<file path="src/rtl/ddr3_axi_lite_arbiter.sv">
`timescale 1ns/1ps
`default_nettype none
// ============================================================================
// Module      : ddr3_axi_lite_arbiter
// Description : Two-master to one-slave AXI4-Lite arbiter, one transaction
//               outstanding, round-robin between masters.
// Revision    : 1.0 - initial release
// ============================================================================
module ddr3_axi_lite_arbiter #(
    parameter int ADDR_WIDTH = 32,
    parameter int DATA_WIDTH = 32
) (
    input  logic                        i_controller_clk,
    input  logic                        i_rst_n,
    // Master side, master k packed at slice k
    input  logic [2*ADDR_WIDTH-1:0]     s_axi_awaddr,
    input  logic [1:0]                  s_axi_awvalid,
    output logic [1:0]                  s_axi_awready,
    input  logic [2*DATA_WIDTH-1:0]     s_axi_wdata,
    input  logic [2*DATA_WIDTH/8-1:0]   s_axi_wstrb,
    input  logic [1:0]                  s_axi_wvalid,
    output logic [1:0]                  s_axi_wready,
    output logic [3:0]                  s_axi_bresp,
    output logic [1:0]                  s_axi_bvalid,
    input  logic [1:0]                  s_axi_bready,
    input  logic [2*ADDR_WIDTH-1:0]     s_axi_araddr,
    input  logic [1:0]                  s_axi_arvalid,
    output logic [1:0]                  s_axi_arready,
    output logic [2*DATA_WIDTH-1:0]     s_axi_rdata,
    output logic [3:0]                  s_axi_rresp,
    output logic [1:0]                  s_axi_rvalid,
    input  logic [1:0]                  s_axi_rready,
    // Slave side
    output logic [ADDR_WIDTH-1:0]       m_axi_awaddr,
    output logic                        m_axi_awvalid,
    input  logic                        m_axi_awready,
    output logic [DATA_WIDTH-1:0]       m_axi_wdata,
    output logic [DATA_WIDTH/8-1:0]     m_axi_wstrb,
    output logic                        m_axi_wvalid,
    input  logic                        m_axi_wready,
    input  logic [1:0]                  m_axi_bresp,
    input  logic                        m_axi_bvalid,
    output logic                        m_axi_bready,
    output logic [ADDR_WIDTH-1:0]       m_axi_araddr,
    output logic                        m_axi_arvalid,
    input  logic                        m_axi_arready,
    input  logic [DATA_WIDTH-1:0]       m_axi_rdata,
    input  logic [1:0]                  m_axi_rresp,
    input  logic                        m_axi_rvalid,
    output logic                        m_axi_rready,
    output logic                        o_grant,
    output logic                        o_busy
);

    localparam int c_STRB_WIDTH = DATA_WIDTH / 8;

    localparam logic [2:0] c_IDLE    = 3'd0;
    localparam logic [2:0] c_WR_REQ  = 3'd1;
    localparam logic [2:0] c_WR_RESP = 3'd2;
    localparam logic [2:0] c_RD_REQ  = 3'd3;
    localparam logic [2:0] c_RD_DATA = 3'd4;

    logic [2:0] r_state;
    logic       r_grant;
    logic       r_last_grant;
    logic       r_aw_done;
    logic       r_w_done;

    logic [1:0] w_wreq;
    logic [1:0] w_req;
    logic       w_pick;
    logic [1:0] w_sel;
    logic       w_in_wr_req;
    logic       w_in_wr_resp;
    logic       w_in_rd_req;
    logic       w_in_rd_data;
    logic       w_aw_fin;
    logic       w_w_fin;

    assign w_wreq = s_axi_awvalid & s_axi_wvalid;
    assign w_req  = w_wreq | s_axi_arvalid;
    // Contention goes to whoever was not served last; otherwise the lone requester
    assign w_pick = (&w_req) ? ~r_last_grant : w_req[1];
    assign w_sel  = {r_grant, ~r_grant};

    assign w_in_wr_req  = (r_state == c_WR_REQ);
    assign w_in_wr_resp = (r_state == c_WR_RESP);
    assign w_in_rd_req  = (r_state == c_RD_REQ);
    assign w_in_rd_data = (r_state == c_RD_DATA);

    assign m_axi_awaddr  = r_grant ? s_axi_awaddr[2*ADDR_WIDTH-1:ADDR_WIDTH] : s_axi_awaddr[ADDR_WIDTH-1:0];
    assign m_axi_wdata   = r_grant ? s_axi_wdata[2*DATA_WIDTH-1:DATA_WIDTH]  : s_axi_wdata[DATA_WIDTH-1:0];
    assign m_axi_wstrb   = r_grant ? s_axi_wstrb[2*c_STRB_WIDTH-1:c_STRB_WIDTH] : s_axi_wstrb[c_STRB_WIDTH-1:0];
    assign m_axi_araddr  = r_grant ? s_axi_araddr[2*ADDR_WIDTH-1:ADDR_WIDTH] : s_axi_araddr[ADDR_WIDTH-1:0];

    assign m_axi_awvalid = w_in_wr_req & ~r_aw_done;
    assign m_axi_wvalid  = w_in_wr_req & ~r_w_done;
    assign m_axi_bready  = w_in_wr_resp & s_axi_bready[r_grant];
    assign m_axi_arvalid = w_in_rd_req;
    assign m_axi_rready  = w_in_rd_data & s_axi_rready[r_grant];

    assign w_aw_fin = r_aw_done | (m_axi_awvalid & m_axi_awready);
    assign w_w_fin  = r_w_done  | (m_axi_wvalid  & m_axi_wready);

    generate
        for (genvar k = 0; k < 2; k++) begin : g_master
            assign s_axi_awready[k] = w_sel[k] & m_axi_awvalid & m_axi_awready;
            assign s_axi_wready[k]  = w_sel[k] & m_axi_wvalid & m_axi_wready;
            assign s_axi_bvalid[k]  = w_sel[k] & w_in_wr_resp & m_axi_bvalid;
            assign s_axi_arready[k] = w_sel[k] & w_in_rd_req & m_axi_arready;
            assign s_axi_rvalid[k]  = w_sel[k] & w_in_rd_data & m_axi_rvalid;
            assign s_axi_bresp[2*k +: 2] = w_sel[k] ? m_axi_bresp : 2'b00;
            assign s_axi_rresp[2*k +: 2] = w_sel[k] ? m_axi_rresp : 2'b00;
            assign s_axi_rdata[k*DATA_WIDTH +: DATA_WIDTH] = w_sel[k] ? m_axi_rdata : '0;
        end
    endgenerate

    always_ff @(posedge i_controller_clk) begin
        if (!i_rst_n) begin
            r_state      <= c_IDLE;
            r_grant      <= 1'b0;
            r_last_grant <= 1'b1;
            r_aw_done    <= 1'b0;
            r_w_done     <= 1'b0;
        end else begin
            case (r_state)
                c_IDLE: begin
                    if (|w_req) begin
                        r_grant <= w_pick;
                        r_state <= w_wreq[w_pick] ? c_WR_REQ : c_RD_REQ;
                    end
                end
                c_WR_REQ: begin
                    // AW and W may complete in either order or together
                    if (w_aw_fin && w_w_fin) begin
                        r_state   <= c_WR_RESP;
                        r_aw_done <= 1'b0;
                        r_w_done  <= 1'b0;
                    end else begin
                        r_aw_done <= w_aw_fin;
                        r_w_done  <= w_w_fin;
                    end
                end
                c_WR_RESP: begin
                    if (m_axi_bvalid && m_axi_bready) begin
                        r_last_grant <= r_grant;
                        r_state      <= c_IDLE;
                    end
                end
                c_RD_REQ: begin
                    if (m_axi_arready) begin
                        r_state <= c_RD_DATA;
                    end
                end
                c_RD_DATA: begin
                    if (m_axi_rvalid && m_axi_rready) begin
                        r_last_grant <= r_grant;
                        r_state      <= c_IDLE;
                    end
                end
                default: r_state <= c_IDLE;
            endcase
        end
    end

    assign o_grant = r_grant;
    assign o_busy  = (r_state != c_IDLE);

endmodule
`default_nettype wire

</file>
<file path="config.mk">
export PLATFORM = sky130hd
export DESIGN_NAME = ddr3_axi_lite_arbiter
export DESIGN_NICKNAME = d
export VERILOG_FILES = /design/src/rtl/ddr3_axi_lite_arbiter.sv
export SDC_FILE = /design/constraint.sdc
export NUM_CORES = 1
export LEC_CHECK = 0
export ABC_AREA = 0
export CORE_AREA = 3 3 170 172
export CTS_BUF_LIST = sky130_fd_sc_hd__clkbuf_8
export DETAILED_ROUTE_END_ITERATION = 7
export DIE_AREA = 0 0 173 175
export GPL_ROUTABILITY_DRIVEN = 1
export PLACE_DENSITY = 0.4
export SYNTH_ARGS = -nofsm -noshare
export SYNTH_HDL_FRONTEND = slang
export SYNTH_SLANG_ARGS = --single-unit
</file>
<file path="constraint.sdc">
create_clock -name i_controller_clk -period 1.56 [get_ports i_controller_clk]
set_input_delay 0.312 -clock i_controller_clk [delete_from_list [all_inputs] [get_ports i_controller_clk]]
set_output_delay 0.312 -clock i_controller_clk [all_outputs]
set_load 0.01 [all_outputs]
</file>
==> results_dict.tcl <==
set metrics [dict create \
    outcome "finished, violations left" \
    violations "negative setup slack" \
    crit_arrival_ns 1.55 \
    die_h_um 175 \
    hold_viol_final 0 \
    drc_errors 0 \
    power_density_nw_per_um2 945 \
    clk_pin_slew_ns 0.04 \
    crit_path_max_fanout 8 \
    start_util 0.0816 \
    die_area_um2 30300 \
    clock_sinks 7 \
    insertion_delay_ns 0.23 \
    crit_top_cell "buf_12" \
    switching_share 0.373 \
    grt_pass1_wl_mm 28.4 \
    synth_ff_type "dfxtp_1" \
    fin_util 0.313 \
    via_per_inst 3.53 \
    num_io_pins 442 \
    antenna_found_initial 3 \
    synth_common_cells "100 x mux2_2, 36 x and2_1, 36 x nor2b_1" \
    fmax_ghz 0.536 \
    cts_buffer_depth 2 \
    fill_cells 2927 \
    cp.buffers_inverters 5 \
    rsz0062_at_grt "true" \
    yosys_warnings 0 \
    grt_use_total 0.121 \
    setup_ws_ns -0.306 \
    grt_pass1_vias 4182 \
    dp.cells 1113 \
    syn_avg_cell_area_um2 8.32 \
    antenna_left 0 \
    syn_area_um2 2250 \
    worstSetupEndpointType "output port" \
    row_count 61 \
    cts_tree "yes" \
    vdd_drop_max_mv 0.587 \
    cts_buffers 3 \
    root_buffer "clkbuf_8" \
    drtPass1Iterations 4 \
    setup_violations 176 \
    cap_violations 0 \
    synth_top_area_frac 0.499 \
    synth_most_common_cell "mux2_2" \
    drive_gt1_frac 0.569 \
    leakage_nw 3.94 \
    power_frac_seq 0.038 \
    synthTopCellsByArea "mux2_2 50%, and2_1 10%, nor2b_1 10%" \
    seq_area_frac_synth 0.0622 \
    grt_overflow 0 \
    die_w_um 173 \
    pre_cts_ws_ns -0.503 \
    drt_wl_total_mm 20.8 \
    yosys.cell_types.count 35 \
    synthToLayoutAreaGrowth_pct 283 \
    hold_buffers 0 \
    cp_top_family "buffers and inverters" \
    async_flop_share 0 \
    grt_max_degree 29 \
    pwr-share-clk 0.031 \
    intPower_w 0.00512 \
    worstMarginPinSlew_ns 0.334 \
    slew_headroom 0.777 \
    drtIter0Drc 76 \
    multiInputGateArea_um2 2450 \
    htreeDepth 1 \
    synth-seq-cells 7 \
    fin_crit_ns 1.87 \
    port_buffers 441 \
    power.share.combinational 0.931 \
    synth_cells 271 \
    crit_type "reg -> out" \
    final_nets 1063 \
    cp_cell_sequence "buf_12, buf_16, buf_12, buf_8, mux2_4, buf_6" \
    seqCellArea_um2 148 \
    slowest_stage "dfxtp_4" \
    synth_nets 524 \
    synth_top_cell_by_area "mux2_2" \
    num_vias 4192 \
    slowest_delay_ns 0.36 \
    final_cells 1189 \
    finalWeightedCongestion 0.753 \
    dp_hpwl_mm 16.9 \
    finalClockSkew_ns 0.00238 \
    core_um2 27600 \
    synth-edff-count 0 \
    p_switching_w 0.00304 \
    finalCritPeriodShare 1.20 \
    wl_per_cell_um 17.5 \
    start_kind "flip-flop" \
    drv_slew 0 \
    hold_path_class "reg -> reg" \
    cp.required_ns 1.25 \
    tns_ns -27.74 \
]
==> kinds of logic (layout without fill, tap and decap cells) <==
group / after synthesis / count (layout) / synth area share
other cells: 0 / 2 / 0
mux: 104 / 104 / 0.517
simple gates: 112 / 112 / 0.295
buf+inv: 30 / 568 / 0.0649
compound gates: 18 / 18 / 0.0605
flops: 7 / 7 / 0.0622
==> power groups by stage <==
stage	clock, W	combinational, W	sequential, W
2_1_floorplan	0	0.00229	0.000269
3_3_place_gp	0	0.00559	0.000342
3_5_place_dp	0	0.00553	0.000342
4_1_cts	0.000260	0.00615	0.000298
5_1_grt	0.000270	0.00806	0.000319
6_report	0.000257	0.00760	0.000310
==> cells in the final DEF, fill, tap and decap left out, types with 2 or more instances in the layout <==
| cell type | n |
|---|---|
| o2111ai_1 | 2 |
| nand2_1 | 4 |
| diode_2 | 2 |
| buf_2 | 47 |
| nand2b_1 | 2 |
| and2_1 | 16 |
| mux2i_1 | 2 |
| and3_1 | 3 |
| nor2_2 | 2 |
| o21ai_0 | 2 |
| dlymetal6s2s_1 | 10 |
| buf_6 | 114 |
| buf_8 | 15 |
| clkdlybuf4s50_1 | 251 |
| clkdlybuf4s15_2 | 3 |
| nor2_1 | 7 |
| nor2b_1 | 26 |
| nor3b_4 | 2 |
| mux2_4 | 51 |
| buf_16 | 5 |
| clkbuf_16 | 4 |
| and2_4 | 20 |
| clkbuf_8 | 3 |
| nor2b_4 | 9 |
| buf_4 | 56 |
| mux2_2 | 49 |
| dfxtp_2 | 3 |
| dfxtp_1 | 3 |
| nor3_4 | 2 |
| nor2_4 | 3 |
| a21oi_1 | 5 |
| buf_12 | 10 |
| inv_1 | 4 |
| clkbuf_2 | 43 |
| o21ai_4 | 2 |
| nand4_1 | 2 |
| mux2i_4 | 2 |
| nand2b_4 | 2 |
| and3_4 | 2 |
==> registers in the layout (all words and copies together), names as in the netlist <==
name / count
r_state: 3
o_grant: 1
r_w_done: 1
r_aw_done: 1
r_last_grant: 1
==> per-stage QoR <==
| stage | hold slack [ns] | area [um^2] | total power (W) |
|---|---|---|---|
| after floorplan | 0.453 | 2270 | 0.00256 |
| after global placement | 0.536 | 7430 | 0.00593 |
| after detailed placement | 0.544 | 7430 | 0.00588 |
| after CTS | 0.571 | 7820 | 0.00671 |
| after global routing | 0.604 | 8640 | 0.00865 |
| final | 0.570 | 8640 | 0.00816 |
==> worst min-delay path: stages (launching register included) <==
cell     delay [ns]
dfxtp_1        0.34
a21oi_1        0.13
nor2_1         0.05
==> timing repair <==
action,CTS,global route
setup buffers,23,47
cloned,4,5
pin swaps,4,12
resized for setup,358,581
endpoints found under the setup margin,194,194
==> metal layers <==
metal / global-route usage / vias to the layer above / part of all wire
met2: 0.229 / 190 / 0.54
li1: - / 2032 / -
met5: 0 / - / 0
met1: 0.145 / 1963 / 0.40
met3: 0.0274 / 7 / 0.059
met4: 0.0118 / 0 / 0.0019
==> worst paths after layout <==
kind | cells past startpoint | endpoint | slack (ns) | start
max | 6 | m_axi_araddr[19] | -0.31 | o_grant
min | 2 | r_w_done | 0.57 | r_w_done
max reg2reg | 8 | o_grant | -0.31 | o_grant
min reg2reg | 2 | r_w_done | 0.57 | r_w_done
==> final cells by class <==
class | count | share of cell area
clock buffers | 3 | 0.00478
diodes | 2 | 0.000579
flip-flops and latches | 7 | 0.0171
repair buffers | 559 | 0.636
multi-input cells | 234 | 0.284
clock inverters | 1 | 0.000434
inverters | 5 | 0.00261
well taps | 378 | 0.0547
Note: power is estimated with default switching activity, not from simulation.
